===== src/rtl/core_cluster.sv =====
// Cluster of SIMD core units sharing one broadcast instruction stream, plus a
// global register file, a core enable mask and a serial result port.

module core_unit #(
   parameter int BIT_WIDTH  = 8,
   parameter int NR_GLOBALS = 16
) (
   input  logic                            clk,
   input  logic                            rst_n,
   input  logic                            i_execute,
   input  logic [15:0]                     i_opcode,
   input  logic [NR_GLOBALS*BIT_WIDTH-1:0] i_globals,
   output logic [2*BIT_WIDTH-1:0]          o_accu
);
   localparam int AW = 2 * BIT_WIDTH;

   logic [AW-1:0]        r_accu;
   logic [AW-1:0]        w_imm;
   logic [AW-1:0]        w_gext;
   logic [AW-1:0]        w_prod;
   logic [BIT_WIDTH-1:0] w_gval;

   // Unimplemented global indices read as zero.
   always_comb begin
      w_gval = '0;
      for (int g = 0; g < NR_GLOBALS; g++) begin
         if (i_opcode[11:8] == 4'(g)) begin
            w_gval = i_globals[g*BIT_WIDTH +: BIT_WIDTH];
         end
      end
   end

   assign w_imm  = AW'(i_opcode[7:0]);
   assign w_gext = AW'(w_gval);
   assign w_prod = AW'(r_accu[BIT_WIDTH-1:0]) * w_gext;

   // Only class 2'b00 opcodes are arithmetic; everything else is a no-op here.
   always_ff @(posedge clk or negedge rst_n) begin
      if (!rst_n) begin
         r_accu <= '0;
      end else if (i_execute && (i_opcode[15:14] == 2'b00)) begin
         case (i_opcode[13:12])
            2'b00:   r_accu <= w_imm;
            2'b01:   r_accu <= r_accu + w_imm;
            2'b10:   r_accu <= r_accu + w_gext;
            default: r_accu <= w_prod;
         endcase
      end
   end

   assign o_accu = r_accu;
endmodule

module core_cluster #(
   parameter int NR_CORES   = 4,
   parameter int BIT_WIDTH  = 8,
   parameter int NR_GLOBALS = 16
) (
   input  logic        clk,
   input  logic        rst_n,
   input  logic [15:0] opcode,
   input  logic        execute,
   output logic        ready,
   output logic        valid_bit,
   output logic        output_bit
);
   localparam int AW   = 2 * BIT_WIDTH;
   localparam int SELW = $clog2(NR_CORES);
   localparam int CNTW = (BIT_WIDTH > 1) ? $clog2(BIT_WIDTH) : 1;

   typedef enum logic {S_IDLE, S_STREAM} state_t;

   state_t                        r_state;
   state_t                        w_stateNext;
   logic [NR_CORES-1:0]           r_mask;
   logic [NR_CORES-1:0]           w_maskNext;
   logic [NR_CORES-1:0]           w_selOneHot;
   logic [NR_CORES-1:0]           w_coreExec;
   logic [BIT_WIDTH-1:0]          r_globals [NR_GLOBALS];
   logic [NR_GLOBALS*BIT_WIDTH-1:0] w_globalsFlat;
   logic [NR_CORES*AW-1:0]        w_accuFlat;
   logic [AW-1:0]                 w_selAccu;
   logic [BIT_WIDTH-1:0]          w_storeVal;
   logic                          w_anyEnabled;
   logic [SELW-1:0]               w_sel;
   logic [3:0]                    w_gidx;
   logic                          w_accept;
   logic                          w_misc;
   logic [BIT_WIDTH-1:0]          r_shift;
   logic [CNTW-1:0]               r_cnt;
   logic                          r_valid;
   logic                          r_outBit;

   assign ready    = (r_state == S_IDLE);
   assign w_accept = execute & ready;
   assign w_misc   = (opcode[15:14] == 2'b11);
   assign w_sel    = opcode[SELW+8:9];
   assign w_gidx   = opcode[12:9];

   genvar y;
   generate
      for (y = 0; y < NR_CORES; y++) begin : g_core
         assign w_coreExec[y]  = w_accept & r_mask[y];
         assign w_selOneHot[y] = (w_sel == SELW'(y));
         core_unit #(.BIT_WIDTH(BIT_WIDTH), .NR_GLOBALS(NR_GLOBALS)) u_core (
            .clk       (clk),
            .rst_n     (rst_n),
            .i_execute (w_coreExec[y]),
            .i_opcode  (opcode),
            .i_globals (w_globalsFlat),
            .o_accu    (w_accuFlat[y*AW +: AW])
         );
      end
      for (y = 0; y < NR_GLOBALS; y++) begin : g_glob
         assign w_globalsFlat[y*BIT_WIDTH +: BIT_WIDTH] = r_globals[y];
      end
   endgenerate

   // Descending scan so the lowest-indexed enabled core wins.
   always_comb begin
      w_selAccu    = '0;
      w_storeVal   = '0;
      w_anyEnabled = 1'b0;
      for (int c = NR_CORES - 1; c >= 0; c--) begin
         if (w_selOneHot[c]) begin
            w_selAccu = w_accuFlat[c*AW +: AW];
         end
         if (r_mask[c]) begin
            w_anyEnabled = 1'b1;
            w_storeVal   = w_accuFlat[c*AW +: BIT_WIDTH];
         end
      end
   end

   always_comb begin
      case (opcode[6:5])
         2'b00:   w_maskNext = r_mask;
         2'b01:   w_maskNext = w_selOneHot;
         2'b10:   w_maskNext = '1;
         default: w_maskNext = r_mask ^ w_selOneHot;
      endcase
   end

   // Store reads the pre-instruction mask, so an enable change in the same
   // opcode does not affect which core supplies the data.
   always_ff @(posedge clk or negedge rst_n) begin
      if (!rst_n) begin
         r_mask <= '1;
         for (int g = 0; g < NR_GLOBALS; g++) begin
            r_globals[g] <= '0;
         end
      end else if (w_accept && w_misc) begin
         r_mask <= w_maskNext;
         if (opcode[7] && w_anyEnabled) begin
            for (int g = 0; g < NR_GLOBALS; g++) begin
               if (w_gidx == 4'(g)) begin
                  r_globals[g] <= w_storeVal;
               end
            end
         end
      end
   end

   always_ff @(posedge clk or negedge rst_n) begin
      if (!rst_n) begin
         r_state <= S_IDLE;
      end else begin
         r_state <= w_stateNext;
      end
   end

   always_comb begin
      w_stateNext = r_state;
      case (r_state)
         S_IDLE: begin
            if (w_accept && w_misc && opcode[3]) begin
               w_stateNext = S_STREAM;
            end
         end
         S_STREAM: begin
            if (r_cnt == CNTW'(BIT_WIDTH - 1)) begin
               w_stateNext = S_IDLE;
            end
         end
         default: w_stateNext = S_IDLE;
      endcase
   end

   // Bit 0 is presented straight from the capture edge; the shifter holds the rest.
   always_ff @(posedge clk or negedge rst_n) begin
      if (!rst_n) begin
         r_shift  <= '0;
         r_cnt    <= '0;
         r_valid  <= 1'b0;
         r_outBit <= 1'b0;
      end else if (r_state == S_STREAM) begin
         if (r_cnt == CNTW'(BIT_WIDTH - 1)) begin
            r_valid <= 1'b0;
            r_cnt   <= '0;
         end else begin
            r_outBit <= r_shift[0];
            r_shift  <= r_shift >> 1;
            r_cnt    <= r_cnt + 1'b1;
         end
      end else begin
         r_valid <= 1'b0;
         if (w_accept && w_misc) begin
            if (opcode[3]) begin
               r_valid  <= 1'b1;
               r_outBit <= w_selAccu[0];
               r_shift  <= w_selAccu[BIT_WIDTH-1:0] >> 1;
               r_cnt    <= '0;
            end else if (opcode[4]) begin
               r_valid  <= 1'b1;
               r_outBit <= w_selAccu[0];
            end
         end
      end
   end

   assign valid_bit  = r_valid;
   assign output_bit = r_outBit;
endmodule


===== config.mk =====
export PLATFORM = sky130hd
export DESIGN_NAME = core_cluster
export DESIGN_NICKNAME = d
export VERILOG_FILES = /design/src/rtl/core_cluster.sv
export SDC_FILE = /design/constraint.sdc
export NUM_CORES = 1
export LEC_CHECK = 0
export CORE_UTILIZATION = 43
export DETAILED_ROUTE_END_ITERATION = 6
export PLACE_DENSITY = 0.64
export SYNTH_ARGS = -nofsm -noshare
export SYNTH_HDL_FRONTEND = slang
export SYNTH_SLANG_ARGS = --single-unit

===== constraint.sdc =====
create_clock -name clk -period 11.1 [get_ports clk]
set_clock_uncertainty 0.05 [all_clocks]
set_input_delay 3.33 -clock clk [delete_from_list [all_inputs] [get_ports clk]]
set_output_delay 3.33 -clock clk [all_outputs]
set_load 0.01 [all_outputs]

## Yosys cells after proc, flatten, opt, wreduce, memory -nomap -nowiden

Cells that the tools add are included.

| storage, ports and cells | value |
|---|---|
| input port bits | 19 |
| logic and storage cells | 178 |
| flip-flop bits (word level) | 210 |
| output and inout bits | 3 |

| operators by class | value |
|---|---|
| reduce and logical (&&, ||, !) cells | 36 |
| mux-type cells | 54 |
| add/subtract/negate cells | 9 |
| multiply operators | 4 |
| equal/unequal tests | 41 |
| bitwise logic cells | 8 |

Operators with widths:

| kind | count |
|---|---|
| two-way mux 8 bit | 28 |
| one-hot mux 16 bit (3 select lines) | 4 |
| adder 16 x 8 -> 16 bit | 8 |
| equality test 4 bit, second input constant | 16 |
| multiplier 8 x 8 -> 16 bit | 4 |
| AND reduction 3 bit | 18 |
| equality test 4 x 3 -> 1 bit, second input constant | 8 |
| equality test 4 x 2 -> 1 bit, second input constant | 4 |
| two-way mux 1 bit | 16 |
| two-way mux 3 bit | 4 |
| one-hot mux 4 bit (3 select lines) | 1 |
| equality test 2 bit, second input constant | 5 |
| equality test 4 x 1 -> 1 bit, second input constant | 2 |
| zero test 2 bit | 4 |
| zero test 4 bit | 2 |
| logical AND 1 bit | 7 |
| equality test 2 x 1 -> 1 bit, second input constant | 3 |
| AND 1 bit | 5 |
| AND reduction 2 bit | 2 |
| nonzero test 2 bit | 2 |
| bitwise XOR 4 bit | 1 |
| adder 3 x 1 -> 3 bit, second input constant | 1 |
| equality test 3 bit, second input constant | 1 |
| nonzero test 3 bit | 1 |
| other kinds (4) | 5 |

## Longest topological paths before layout

| depth | value |
|---|---|
| depth in word-level cells | 19 |
| mapped depth | 26 |
| mapped depth without buffers | 21 |

## By module

Synthesis repeated with hierarchy kept, for this count alone.

| unflattened totals | value |
|---|---|
| cells, all modules | 2822 |
| area total of the unflattened synthesis | 25888.6 um^2 |

By module, submodules not included:

| module | area each (um^2) | times used | cells an instance |
|---|---|---|---|
| core_unit at g_core[2].u_core ... | 4916.0 | 2 | 603 |
| core_cluster | 6308.6 | 1 | 457 |
| core_unit at g_core[0].u_core | 5027.3 | 1 | 595 |
| core_unit at g_core[1].u_core | 4720.8 | 1 | 564 |

## Least setup slack after synthesis

OpenSTA, ideal clock, no wires.

| timing | value |
|---|---|
| path type | input to register |
| start | input opcode[8] |
| end | register g_core[1].u_core.r_accu[7] |
| path slack | 2.013 ns |
| library setup time | 0.126 ns |
| stages on the path | 26 |
| arrival | 8.911 ns |
| required time | 10.924 ns |
| cell sequence | buf_6 buf_6 buf_6 buf_4 buf_4 mux2i_1 a21oi_1 o221ai_1 o21a_1 and2_1 clkbuf_1 nor2_1 fa_1 fa_1 ha_1 inv_1 fa_1 inv_1 ha_1 a21o_1 a21oi_1 xnor2_1 xnor2_1 xnor3_1 xor3_1 o32a_1 |

| on the way | value |
|---|---|
| cells in the longest elaborated chain, start to end | 19 |
| elaborated cells between the ends (all ways) | 35 |

RTL lines:

| item | line | text |
|---|---|---|
| from (decl) | 61 | `input logic [15:0] opcode,` |
| zero test 4 bit | 27 | `if (i_opcode[11:8] == 4'(g)) begin` |
| two-way mux 8 bit (15 in a row) | 27 |  |
| two-way mux 8 bit * | 27 |  |
| multiplier 8 x 8 -> 16 bit / adder 16 x 8 -> 16 bit (equally long branches) | 35, 45 |  |
| one-hot mux 16 bit (3 select lines) * | 42 | `case (i_opcode[13:12])` |
| to (signal assigned) | 43 | `2'b00: r_accu <= w_imm;` |
| to (signal assigned) | 44 | `2'b01: r_accu <= r_accu + w_imm;` |
| to (signal assigned) | 45 | `2'b10: r_accu <= r_accu + w_gext;` |
| to (decl) | 17 | `logic [AW-1:0] r_accu;` |

Mark *: on every way between the ends. The rest lies on a longest branch, timed or not.
A chain may end at the register's enable or synchronous reset.

## Worst setup path in the final report

| timing | value |
|---|---|
| start | input opcode[11] |
| end | register g_core[1].u_core.r_accu[7] |

The elaborated chain is that of the path after synthesis.

==> impl_results.md <==
- Outcome: finished, final reports clean
- Slew Limit Headroom: between 10% and 20%
- Max-Cap Viols: 0
- CP required: ~11 ns
- WP data arrival: 10.16 ns
- IO Pins: 22
- WL per Instance: 20.2 um
- Min-delay worst type: register to register
- Critical path's slowest cell: clkdlybuf4s50_1
- Slew Limit Fails: 0
- Reg-to-reg slack, setup: 4.82 ns
- Tmin final: 9.89 ns
- Largest family of logic cells by synthesized area: compound AO/OA/AOI/OAI gates
- DR pass1 iterations: 7
- Hold-fix buffers, CTS: 0
- H-tree Lvls: 4
- Clock buffer depth: 2
- Cell total after placement: 1986
- Setup TNS: 0 ns
- Final WS setup: 1.21 ns
- N_diodes: 0
- Multi-input gate area: 8650 um^2
- XOR/XNOR share of the synthesized area: 5.91%
- R2R depth: 20
- Most frequent cells in the layout: nand2_1, dfrtp_1, a21oi_1
- Mux contribution to synthesized area: 4.99%
- Most common cell after layout, fill and taps aside: nand2_1
- Synth Cell Area: 14000 um^2
- CP Capture Type: register
- Simple-gate share of the synthesized area: between 15 and 20%
- Number of global-route vias before repair: 11200
- Cell family contributing the most delay on the critical path: adder cells
- Crit-path cells: clkdlybuf4s50_1, buf_4, buf_4, a311oi_1, o21ai_0, and2_1, nor2_1, fa_1, fa_1, ha_1, inv_1, fa_1, inv_1, ha_1, a21o_1, a21oi_1, xnor2_1, xnor2_1, xnor3_1, xor3_1, o32a_1
- Max VDD drop: between 0.15 and 0.2 mV
- Initial Util: 44.0%
- FF+latch area: 4430 um^2
- Post-Synth Adder-Cell Area: 16.4%
- FF-to-FF Start: r_globals[100]
- Worst R2R End: g_core[1].u_core.o_accu[7]
- Kind of critical path: input pin to register
- DP HPWL: around 29000 um
- Root Driver: clkbuf_16
- Initial antenna violation count: 0
- Pwr/cell area: 191 nW/um^2
- Die Wd: ~180 um
- Largest net degree at the start of global routing: 120
- DRT Wirelength: 40700 um
- Maximum clock frequency: 101 MHz
- Yosys warns: 0
- Synth Net Count: 1761
- Postcts setup bufs: 0
- Port bufs: 21
- Compound-Gate Fraction of Synth Area: roughly 18%
- Routability Congestion: ~0.94
- Pleak: roughly 7.2 nW
- Critical path peak fanout: 21
- Origin of the worst min-delay path: r_globals[8]
- CTS tree: built
- DRT antenna net count: 0
- Reg clk slew, reported paths: 0.07 ns
- Critical Path Source: opcode[11]
- WHS Endpoint: r_globals[8]
- Synth Register Bits: 177
- Core area: 31800 um^2
- WP buf/inv: 5
- Die ar.: 33300 um^2
- TritonCTS Buffers: 17
- Startpoint types: input pin
- # DRC: 0
- First-pass GRT wire length: 64800 um
- Clk_lat worst skew: 0.44 ns
- Most frequent cell on the critical path: fa_1
- Row Count: 65
- Gate Count Post-Synth: about 1600
- Post-route clock period utilization: between 80% and 90%
- DR vias/cell: 5.71
- Vias: 11500
- Number of flops mapped to enable cells by yosys: 0
- Sequential-to-total area share from yosys stat: between 30% and 40%
- Share of cells above drive strength 1: 6.70%
- Slew of the pin with the lowest slew margin: around 1.2 ns
- DR iter-0 viols: between 1000 and 1500
- Hold depth: 2
- Post-placement setup slack: 0.931 ns
- Async set-reset flop share out of synthesis: 100%
- Final #Nets: 1741
- Sink Count: 177
- Grt total ovfl: 0
- Final design utilization: 47.4%
- Max incr delay on CP: 0.79 ns
- Layout area overhead: 7.80%
- Finished Layout Cells: 2016
- Fill cells: 3070
- RSZ-0062 raised after global routing: false
- GRT Util Overall: roughly a quarter
- Avg Synthesized Cell Area: between 8 and 9 um^2
- Distinct cells, synth: 74
- Main synth FF type: dfrtp_1
- Overall power: between 2 and 3 mW
- Final setup viols: 0
- Final Hold Fails: 0
- Post-cts gate resize count: 0
- Die Ht: 182 um
metal layers:
layer	share of wire (%)	GRT usage (%)	wire, um	up-vias
met2	46	40.5	18700	414
met1	43	34.6	17600	5601
li1	-	-	-	5407
met5	0	0	0	-
met4	3.4	9.38	1390	0
met3	7.2	4.71	2940	94
worst max-delay path by stage:
| stage | slack, ns | end | depth (start not counted) |
|---|---|---|---|
| 2_1_floorplan | 2.01 | g_core[1].u_core.o_accu[7] | 26 |
| 3_3_place_gp | 1.08 | g_core[3].u_core.o_accu[7] | 21 |
| 3_5_place_dp | 0.93 | g_core[3].u_core.o_accu[7] | 21 |
| 4_1_cts | 1.38 | g_core[1].u_core.o_accu[7] | 21 |
| 5_1_grt | 0.95 | g_core[1].u_core.o_accu[7] | 21 |
| 6_report | 1.21 | g_core[1].u_core.o_accu[7] | 21 |
tightest hold or removal path: stages (launching register included):
cell,delay [ns]
dfrtp_1,0.34
nand2_1,0.04
o21ai_0,0.06
layout make-up:
type                       count  area share (%)
multi-input combinational   1197            57.4
sequential                   177            29.4
tap                          435            3.61
inverter                     122            3.04
timing repair buffer          55            3.01
clock buffer                  18            2.91
clock inverter                12           0.672
synthesized netlist by cell type, types with 11 or more instances:
cell	count	area, um^2
a211oi_1	11	82.6
xor2_1	15	131
xnor2_1	48	420
o31ai_1	12	90.1
nand2_1	193	724
fa_1	52	1040
and2_1	64	400
dfrtp_1	173	4330
nand2b_1	13	81.3
clkbuf_1	67	251
mux4_2	11	248
and3_1	29	181
inv_1	121	454
mux2_2	11	124
nand3_1	11	55.1
mux2i_1	30	300
a21o_1	23	173
nor2_1	125	469
buf_2	12	60.1
ha_1	100	1250
a21oi_1	162	811
o21ai_0	126	631
stage by stage:
| step | area (um^2) | hold WS [ns] |
|---|---|---|
| final | 15100 | 0.428 |
| after floorplan | 14000 | 0.392 |
| after global placement | 14500 | 0.402 |
| after global routing | 15100 | 0.445 |
| after CTS | 15100 | 0.431 |
| after detailed placement | 14500 | 0.416 |
kinds of logic (layout without fill, tap and decap cells):
kind of cell	Yosys count	count (layout)
buffers and inverters	216	207
multiplexers	53	53
AO/OA/AOI/OAI	425	425
adder cells (fa/ha/maj)	152	152
flip-flops	177	177
AND/OR/NAND/NOR	492	492
XOR/XNOR	75	75
where the power goes:
group | internal, mW | switching [mW] | total [mW]
logic | 0.525 | 0.749 | 1.27
clock network | 0.297 | 0.283 | 0.580
registers | 0.784 | 0.245 | 1.03
flip-flops by register name, indices dropped and copies added, names as in the netlist:
| name | flops |
|---|---|
| r_globals | 128 |
| g_core.u_core.o_accu | 32 |
| r_shift | 7 |
| r_mask | 4 |
| r_cnt | 3 |
| output_bit | 1 |
| r_state | 1 |
| valid_bit | 1 |
No activity file was read; power rests on OpenSTA's default activity.
